**src/rtl/matmul_engine.sv**
```systemverilog
// Sequential matrix-multiply engine: C = A x B over a word-wide, big-endian data-memory port.
// One MAC per three cycles (read A, read B, accumulate), then one write per C element.
module matmul_engine #(
  parameter int M      = 2,
  parameter int N      = 4,
  parameter int N2     = 2,
  parameter int WIDTH  = 32,
  parameter int ADDR_W = 16,
  parameter int A_BASE = 0,
  parameter int B_BASE = M*N*4,
  parameter int C_BASE = M*N*4 + N*N2*4,
  parameter int CNT_W  = 16
) (
  input  logic              CLOCK_50,
  input  logic              RESET_N,
  input  logic              start,
  output logic              busy,
  output logic              done,
  output logic [ADDR_W-1:0] mem_addr,
  output logic              mem_rd,
  input  logic [WIDTH-1:0]  mem_rdata,
  output logic              mem_wr,
  output logic [WIDTH-1:0]  mem_wdata,
  output logic [CNT_W-1:0]  clock_count,
  output logic [CNT_W-1:0]  mac_count
);

  localparam int IW    = (M  > 1) ? $clog2(M)  : 1;
  localparam int JW    = (N2 > 1) ? $clog2(N2) : 1;
  localparam int KW    = (N  > 1) ? $clog2(N)  : 1;
  localparam int ACC_W = 2*WIDTH + $clog2(N);

  typedef enum logic [2:0] {IDLE, RD_A, RD_B, MAC, WR, DONE} state_e;

  state_e                   state_q, state_d;
  logic [IW-1:0]            i_q, i_d;
  logic [JW-1:0]            j_q, j_d;
  logic [KW-1:0]            k_q, k_d;
  logic signed [ACC_W-1:0]  acc_q, acc_d;
  logic [WIDTH-1:0]         a_q, a_d;
  logic [CNT_W-1:0]         cyc_q, cyc_d;
  logic [CNT_W-1:0]         mac_q, mac_d;
  logic signed [2*WIDTH-1:0] prod;
  logic                     last_k, last_j, last_i;

  assign prod   = $signed(a_q) * $signed(mem_rdata);
  assign last_k = (k_q == KW'(N-1));
  assign last_j = (j_q == JW'(N2-1));
  assign last_i = (i_q == IW'(M-1));

  assign busy        = (state_q != IDLE);
  assign clock_count = cyc_q;
  assign mac_count   = mac_q;

  always_comb begin
    state_d   = state_q;
    i_d       = i_q;
    j_d       = j_q;
    k_d       = k_q;
    acc_d     = acc_q;
    a_d       = a_q;
    cyc_d     = cyc_q;
    mac_d     = mac_q;
    mem_rd    = 1'b0;
    mem_wr    = 1'b0;
    mem_addr  = '0;
    mem_wdata = '0;
    done      = 1'b0;

    // Counters saturate rather than wrap so a long run never reads as a short one.
    if (state_q != IDLE && cyc_q != '1) cyc_d = cyc_q + 1'b1;

    case (state_q)
      IDLE: begin
        if (start) begin
          state_d = RD_A;
          i_d     = '0;
          j_d     = '0;
          k_d     = '0;
          acc_d   = '0;
          cyc_d   = '0;
          mac_d   = '0;
        end
      end
      RD_A: begin
        mem_rd   = 1'b1;
        mem_addr = ADDR_W'(A_BASE + 4*(int'(i_q)*N + int'(k_q)));
        state_d  = RD_B;
      end
      RD_B: begin
        mem_rd   = 1'b1;
        mem_addr = ADDR_W'(B_BASE + 4*(int'(k_q)*N2 + int'(j_q)));
        a_d      = mem_rdata;
        state_d  = MAC;
      end
      MAC: begin
        acc_d = acc_q + ACC_W'(prod);
        if (mac_q != '1) mac_d = mac_q + 1'b1;
        if (last_k) begin
          state_d = WR;
        end else begin
          k_d     = k_q + 1'b1;
          state_d = RD_A;
        end
      end
      WR: begin
        mem_wr    = 1'b1;
        mem_addr  = ADDR_W'(C_BASE + 4*(int'(i_q)*N2 + int'(j_q)));
        mem_wdata = acc_q[WIDTH-1:0];
        acc_d     = '0;
        k_d       = '0;
        if (!last_j) begin
          j_d = j_q + 1'b1;
        end else if (!last_i) begin
          j_d = '0;
          i_d = i_q + 1'b1;
        end else begin
          j_d = '0;
        end
        state_d = (last_i && last_j) ? DONE : RD_A;
      end
      DONE: begin
        done    = 1'b1;
        state_d = IDLE;
      end
      default: state_d = IDLE;
    endcase
  end

  always_ff @(posedge CLOCK_50 or negedge RESET_N) begin
    if (!RESET_N) begin
      state_q <= IDLE;
      i_q     <= '0;
      j_q     <= '0;
      k_q     <= '0;
      acc_q   <= '0;
      a_q     <= '0;
      cyc_q   <= '0;
      mac_q   <= '0;
    end else begin
      state_q <= state_d;
      i_q     <= i_d;
      j_q     <= j_d;
      k_q     <= k_d;
      acc_q   <= acc_d;
      a_q     <= a_d;
      cyc_q   <= cyc_d;
      mac_q   <= mac_d;
    end
  end

endmodule

```
**config.mk**
```make
export PLATFORM = sky130hd
export DESIGN_NAME = matmul_engine
export DESIGN_NICKNAME = d
export VERILOG_FILES = /design/src/rtl/matmul_engine.sv
export SDC_FILE = /design/constraint.sdc
export NUM_CORES = 1
export LEC_CHECK = 0
export BUFFER_PORTS_ARGS = -buffer_cell sky130_fd_sc_hd__buf_2
export CORE_MARGIN = 2
export CORE_UTILIZATION = 65
export CTS_BUF_LIST = sky130_fd_sc_hd__clkbuf_2
export CTS_CLUSTER_SIZE = 30
export DETAILED_ROUTE_END_ITERATION = 6
export HOLD_SLACK_MARGIN = 0.12
export PLACE_DENSITY = 0.82
export SYNTH_ARGS = -nofsm -noshare
export SYNTH_HDL_FRONTEND = slang
export SYNTH_SLANG_ARGS = --single-unit
export TNS_END_PERCENT = 10
```
**constraint.sdc**
```tcl
create_clock -name CLOCK_50 -period 12.8 [get_ports CLOCK_50]
set_clock_uncertainty 0.1 [all_clocks]
set_input_delay 0.64 -clock CLOCK_50 [delete_from_list [all_inputs] [get_ports CLOCK_50]]
set_output_delay 0.64 -clock CLOCK_50 [all_outputs]
set_load 0.01 [all_outputs]
```
Word level (Yosys, flattened, before mapping)

Cells that the tools add are included.

Reductions and logical operators: 13
Equal/unequal tests: 12
$mul: 1
Multiplexer cells: 26
Add/sub/neg operators: 11

Operators by type and width:

| cell                                                | count |
|---|---|
| one-hot mux 66 bit (3 select lines)                 | 1 |
| 2-to-1 mux 16 bit                                   | 5 |
| adder 66 x 64 -> 66 bit                             | 1 |
| 2-to-1 mux 66 bit                                   | 1 |
| multiplier 32 x 32 -> 64 bit                        | 1 |
| adder 16 x 1 -> 16 bit, second input constant       | 2 |
| 2-to-1 mux 32 bit                                   | 1 |
| inequality test 16 bit, second input constant       | 2 |
| one-hot mux 16 bit (2 select lines)                 | 1 |
| one-hot mux 8 bit (3 select lines)                  | 1 |
| one-hot mux 3 bit (5 select lines)                  | 1 |
| 2-to-1 mux 3 bit                                    | 3 |
| AND reduction 3 bit                                 | 3 |
| adder 7 x 5 -> 8 bit, first input constant          | 1 |
| inequality test 2 bit, second input constant        | 4 |
| adder 6 x 6 -> 7 bit, first input constant          | 1 |
| 2-to-1 mux 1 bit                                    | 7 |
| equality test 3 x 2 -> 1 bit, second input constant | 2 |
| equality test 3 bit, second input constant          | 2 |
| one-hot mux 2 bit (3 select lines)                  | 1 |
| nonzero test 3 bit                                  | 2 |
| adder 3 x 1 -> 4 bit                                | 1 |
| adder 3 x 2 -> 4 bit                                | 1 |
| 2-to-1 mux 2 bit                                    | 2 |
| other kinds (11)                                    | 16 |

Logic and storage cells: 71
Register bits: 137

Depth between registers and ports, before layout

Word-level depth: 5
Mapped depth: 28
Mapped depth without buffers: 26

Worst setup path after synthesis

Ideal clock, no wire load.

Path type: in2reg
Start: input port mem_rdata[4]
End: register acc_q[30]
Stages: 25
Data required time: 12.571 ns
Setup slack: 5.306 ns
Path buffers: 2
Setup time: 0.129 ns
Data arrival time: 7.265 ns
Cells stage by stage: clkbuf_1 clkbuf_1 and2_1 fa_1 fa_1 inv_1 fa_1 fa_1 inv_1 fa_1 fa_1 fa_1 inv_1 fa_1 inv_1 ha_1 a21o_1 a21o_1 a21oi_1 nor3b_2 a211oi_1 or4b_1 a31oi_1 xor2_1 o21ai_1

Cells in the longest elaborated chain, start to end: 3

Ends and longest elaborated chain:

| what                                | line | source |
|---|---|---|
| start: declaration                  | 21   | `input logic [WIDTH-1:0] mem_rdata,` |
| multiplier 32 x 32 -> 64 bit        | 46   | `assign prod = $signed(a_q) * $signed(mem_rdata);` |
| adder 66 x 64 -> 66 bit             | 97   | `acc_d = acc_q + ACC_W'(prod);` |
| one-hot mux 66 bit (3 select lines) | 73   | `case (state_q)` |
| end signal: assignment              | 136  | `acc_q <= '0;` |
| end signal: assignment              | 145  | `acc_q <= acc_d;` |
| end: declaration                    | 39   | `logic signed [ACC_W-1:0] acc_q, acc_d;` |

Every way passes these cells.
A chain may end at the register's enable or synchronous reset.

Worst setup path after layout

Start: register a_q[9]
End: register acc_q[30]

Cells in the longest elaborated chain, start to end: 3

Ends and longest elaborated chain:

| what                                | line | source |
|---|---|---|
| start: declaration                  | 40   | `logic [WIDTH-1:0] a_q, a_d;` |
| start signal: assignment            | 137  | `a_q <= '0;` |
| start signal: assignment            | 146  | `a_q <= a_d;` |
| multiplier 32 x 32 -> 64 bit        | 46   |  |
| adder 66 x 64 -> 66 bit             | 97   |  |
| one-hot mux 66 bit (3 select lines) | 73   |  |

Every way passes these cells.

==> metrics.md <==
| Metric | Value |
|---|---|
| Status | `completed` |
| Setup CP Type | `reg2reg` |
| Die height | `187 microns` |
| Vias in the first global route | `between 15k and 20k` |
| Commonest cells after routing, fill and taps aside | `inv_1, fa_1, and2_1` |
| Worst-path fanout max | `24` |
| Placement Rows | `66` |
| Primary FF master, synth | `dfrtp_1` |
| Total number of vias | `approximately 16k` |
| Boundary Pins | `~120` |
| Seq/Total Area, Yosys | `about an eighth` |
| Worst min path class | `in2reg` |
| Max_cap viols | `0` |
| Final hold vios | `0` |
| Count of cell types in the netlist | `between 50 and 60` |
| Worst slew pin tran | `roughly 1.2 ns` |
| Post-CTS Setup Inserts | `0` |
| CP bufs+invs | `4` |
| DRT iter0 DRCs | `slightly above 1k` |
| RSZ-0062 raised after global routing | `no` |
| Worst hold slack | `approximately 0.15 ns` |
| Dpl cells | `between 2k and 3k` |
| Crit-path cells | `and2_1 > fa_1 > fa_1 > fa_1 > inv_1 > fa_1 > fa_1 > inv_1 > ha_1 > fa_1 > inv_1 > fa_1 > inv_1 > ha_1 > and3_2 > a221o_1 > o21ai_2 > a211oi_1 > or4b_1 > a31oi_1 > xor2_1 > o21ai_1` |
| CTS tree | `yes` |
| Core area | `about 33000 sq um` |
| Syn avg cell area | `about 9.2 sq um` |
| Max Freq | `between 0.1 and 0.15 GHz` |
| Final Max Tran Viols | `0` |
| Crit start category | `flop` |
| Final period util | `approximately 64%` |
| Final setup violation count | `0` |
| Final wirelength | `around 55000 microns` |
| Netlist area before placement | `between 20000 and 25000 sq um` |
| Gate Count Post-Synth | `2354` |
| DIE WIDTH | `roughly 190 microns` |
| TritonCTS Buffers | `9` |
| DP HPWL | `around 43000 microns` |
| H-tree depth | `3` |
| CP Launch Point | `a_q[9]$_DFFE_PN0N_` |
| Slew HR | `22.4%` |
| Gr ovfl total | `0` |
| Clock buffer depth | `2` |
| DRT Pass-1 Iters | `7` |
| Synth-to-Final Area Change | `4.03%` |
| CP max stage cell | `dfrtp_1` |
| Worst skew pair latency | `around 0.65 ns` |
| Largest net degree at the start of global routing | `55` |
| GP Congestion | `approximately 0.94` |
| Commonest non-fill, non-tap cell in the layout | `inv_1` |
| Average wire per standard cell | `about 20 microns` |
| Detail Route Antenna Nets | `0` |
| Port bufs | `roughly 110` |
| RR Startpoint | `a_q[9]$_DFFE_PN0N_` |
| Layout cells sized above 1 | `7.87%` |
| Final net count | `2999` |
| Post-synthesis register bit count | `slightly above 100` |
| Clock-pin slew on the worst setup and hold paths | `around 0.32 ns` |
| TNS Setup | `0 ns` |
| Sink Count | `103` |
| Worst setup EP type | `flop` |
| CTS root buffer | `clkbuf_2` |
| Cell mode on critical path | `fa_1` |
| Slowest stage delay, CP | `1.19 ns` |
| GR Util All Layers | `33.5%` |
| Drt drc | `0` |
| EDFF count, synth | `0` |
| Die area | `34800 sq um` |
| Initial antenna violation count | `1` |
| Via density | `5.67` |
| CP arrival | `8.67 ns` |
| CP required | `roughly 13 ns` |
| Largest delay share family, worst path | `adder cells` |
| Critical hold path startpoint | `mem_rdata[31]` |
| Post-synth ARST share | `100%` |
| Layout Cells excl Fill | `between 2k and 3k` |
| Initial Util | `66.3%` |
| Crit path time final | `about 8.2 ns` |
| Global-route wire length before repair | `~92000 microns` |
| Design Area, Final | `approximately 23000 sq um` |
| Yosys Warn Count | `0` |
| Placement-stage cell area | `22400 sq um` |
## cell usage after synthesis (2+ instances only)
| library cell | number | area (sq um) |
|---|---|---|
| inv_1 | 531 | 1990 |
| fa_1 | 438 | 8770 |
| and2_1 | 330 | 2060 |
| nand2_1 | 290 | 1090 |
| ha_1 | 154 | 1930 |
| clkbuf_1 | 114 | 428 |
| dfrtp_1 | 103 | 2580 |
| xnor2_1 | 68 | 596 |
| nor2_1 | 44 | 165 |
| xor2_1 | 39 | 342 |
| mux2_2 | 35 | 394 |
| o21ai_0 | 35 | 175 |
| a21oi_1 | 31 | 155 |
| nand3_1 | 17 | 85.1 |
| a21o_1 | 13 | 97.6 |
| nand4_1 | 12 | 75.1 |
| buf_4 | 11 | 82.6 |
| a22o_1 | 10 | 87.6 |
| nor2b_1 | 9 | 56.3 |
| or3_1 | 8 | 50.1 |
| nor3_1 | 7 | 35.0 |
| o31ai_1 | 4 | 30.0 |
| a31oi_1 | 3 | 18.8 |
| mux2i_1 | 3 | 30.0 |
| or2_2 | 3 | 18.8 |
| a211oi_1 | 2 | 15.0 |
| a22oi_1 | 2 | 15.0 |
| a32o_1 | 2 | 20.0 |
| and3_1 | 2 | 12.5 |
| nand2b_1 | 2 | 12.5 |
| nand3b_1 | 2 | 15.0 |
| nor3b_1 | 2 | 15.0 |
| o21a_1 | 2 | 15.0 |
| o21ai_1 | 2 | 10.0 |
| o21ba_2 | 2 | 20.0 |
| or2_1 | 2 | 12.5 |
## cells by family (layout without fill, tap and decap cells)
group / count (synthesis) / in the layout / synth area share (%)
other: 1 / 12 / 0.0173
and+or+nand+nor: 736 / 736 / 17.4
adders and majority gates: 592 / 592 / 49.3
DFF: 103 / 103 / 11.9
muxes: 38 / 38 / 1.96
buffers and inverters: 657 / 670 / 11.6
xor gates and xnor gates: 107 / 107 / 4.32
AOI/OAI and AO/OA: 120 / 120 / 3.55
## path summary, 6_finish.rpt
| kind | to | slack [ns] | cells past startpoint |
|---|---|---|---|
| worst max register to register | acc_q[30]$_DFFE_PN0P_ | 4.57 | 22 |
| worst max-delay path | acc_q[30]$_DFFE_PN0P_ | 4.57 | 22 |
| max in group asynchronous | a_q[17]$_DFFE_PN0N_ | 10.99 | 3 |
| worst min-delay path | a_q[31]$_DFFE_PN0N_ | 0.15 | 2 |
| min in group asynchronous | mac_count[3]$_DFFE_PN0P_ | 0.43 | 2 |
| worst min register to register | acc_q[13]$_DFFE_PN0P_ | 0.44 | 2 |
## sequential cells by signal (all words and copies together), names as in the netlist
signal       cells
a_q             32
acc_q           32
clock_count     16
mac_count       16
state_q          3
k_q              2
i_q              1
j_q              1
## routing by layer
layer / global-route usage [%] / routed length [microns]
met5: 0 / 0
met4: 13.1 / 2460
met3: 7.37 / 5150
met2: 54.2 / 26200
met1: 44.5 / 21300
## layout make-up
class	instances	area [sq um]
multi-input cells	1604	16600
fillers	2536	10100
flip-flops and latches	103	2580
inverters	531	1990
repair buffers	123	661
well taps	442	553
clock inverters	5	63.8
clock buffers	11	55.1
diodes	1	2.50
## stage by stage
step	setup slack (ns)	utilization [%]
2_1_floorplan	5.31	-
3_3_place_gp	4.77	68.6
3_5_place_dp	4.63	68.6
4_1_cts	4.63	69.0
5_1_grt	4.26	69.0
6_report	4.57	69.0
## what timing repair did
item	in CTS	in global routing
hold buffers	1	0
gates resized for setup	0	0
endpoints found under the hold margin	53	0
Power is not shown: default switching activity piles up to over one toggle a cycle in this logic, so the estimate is an artifact.
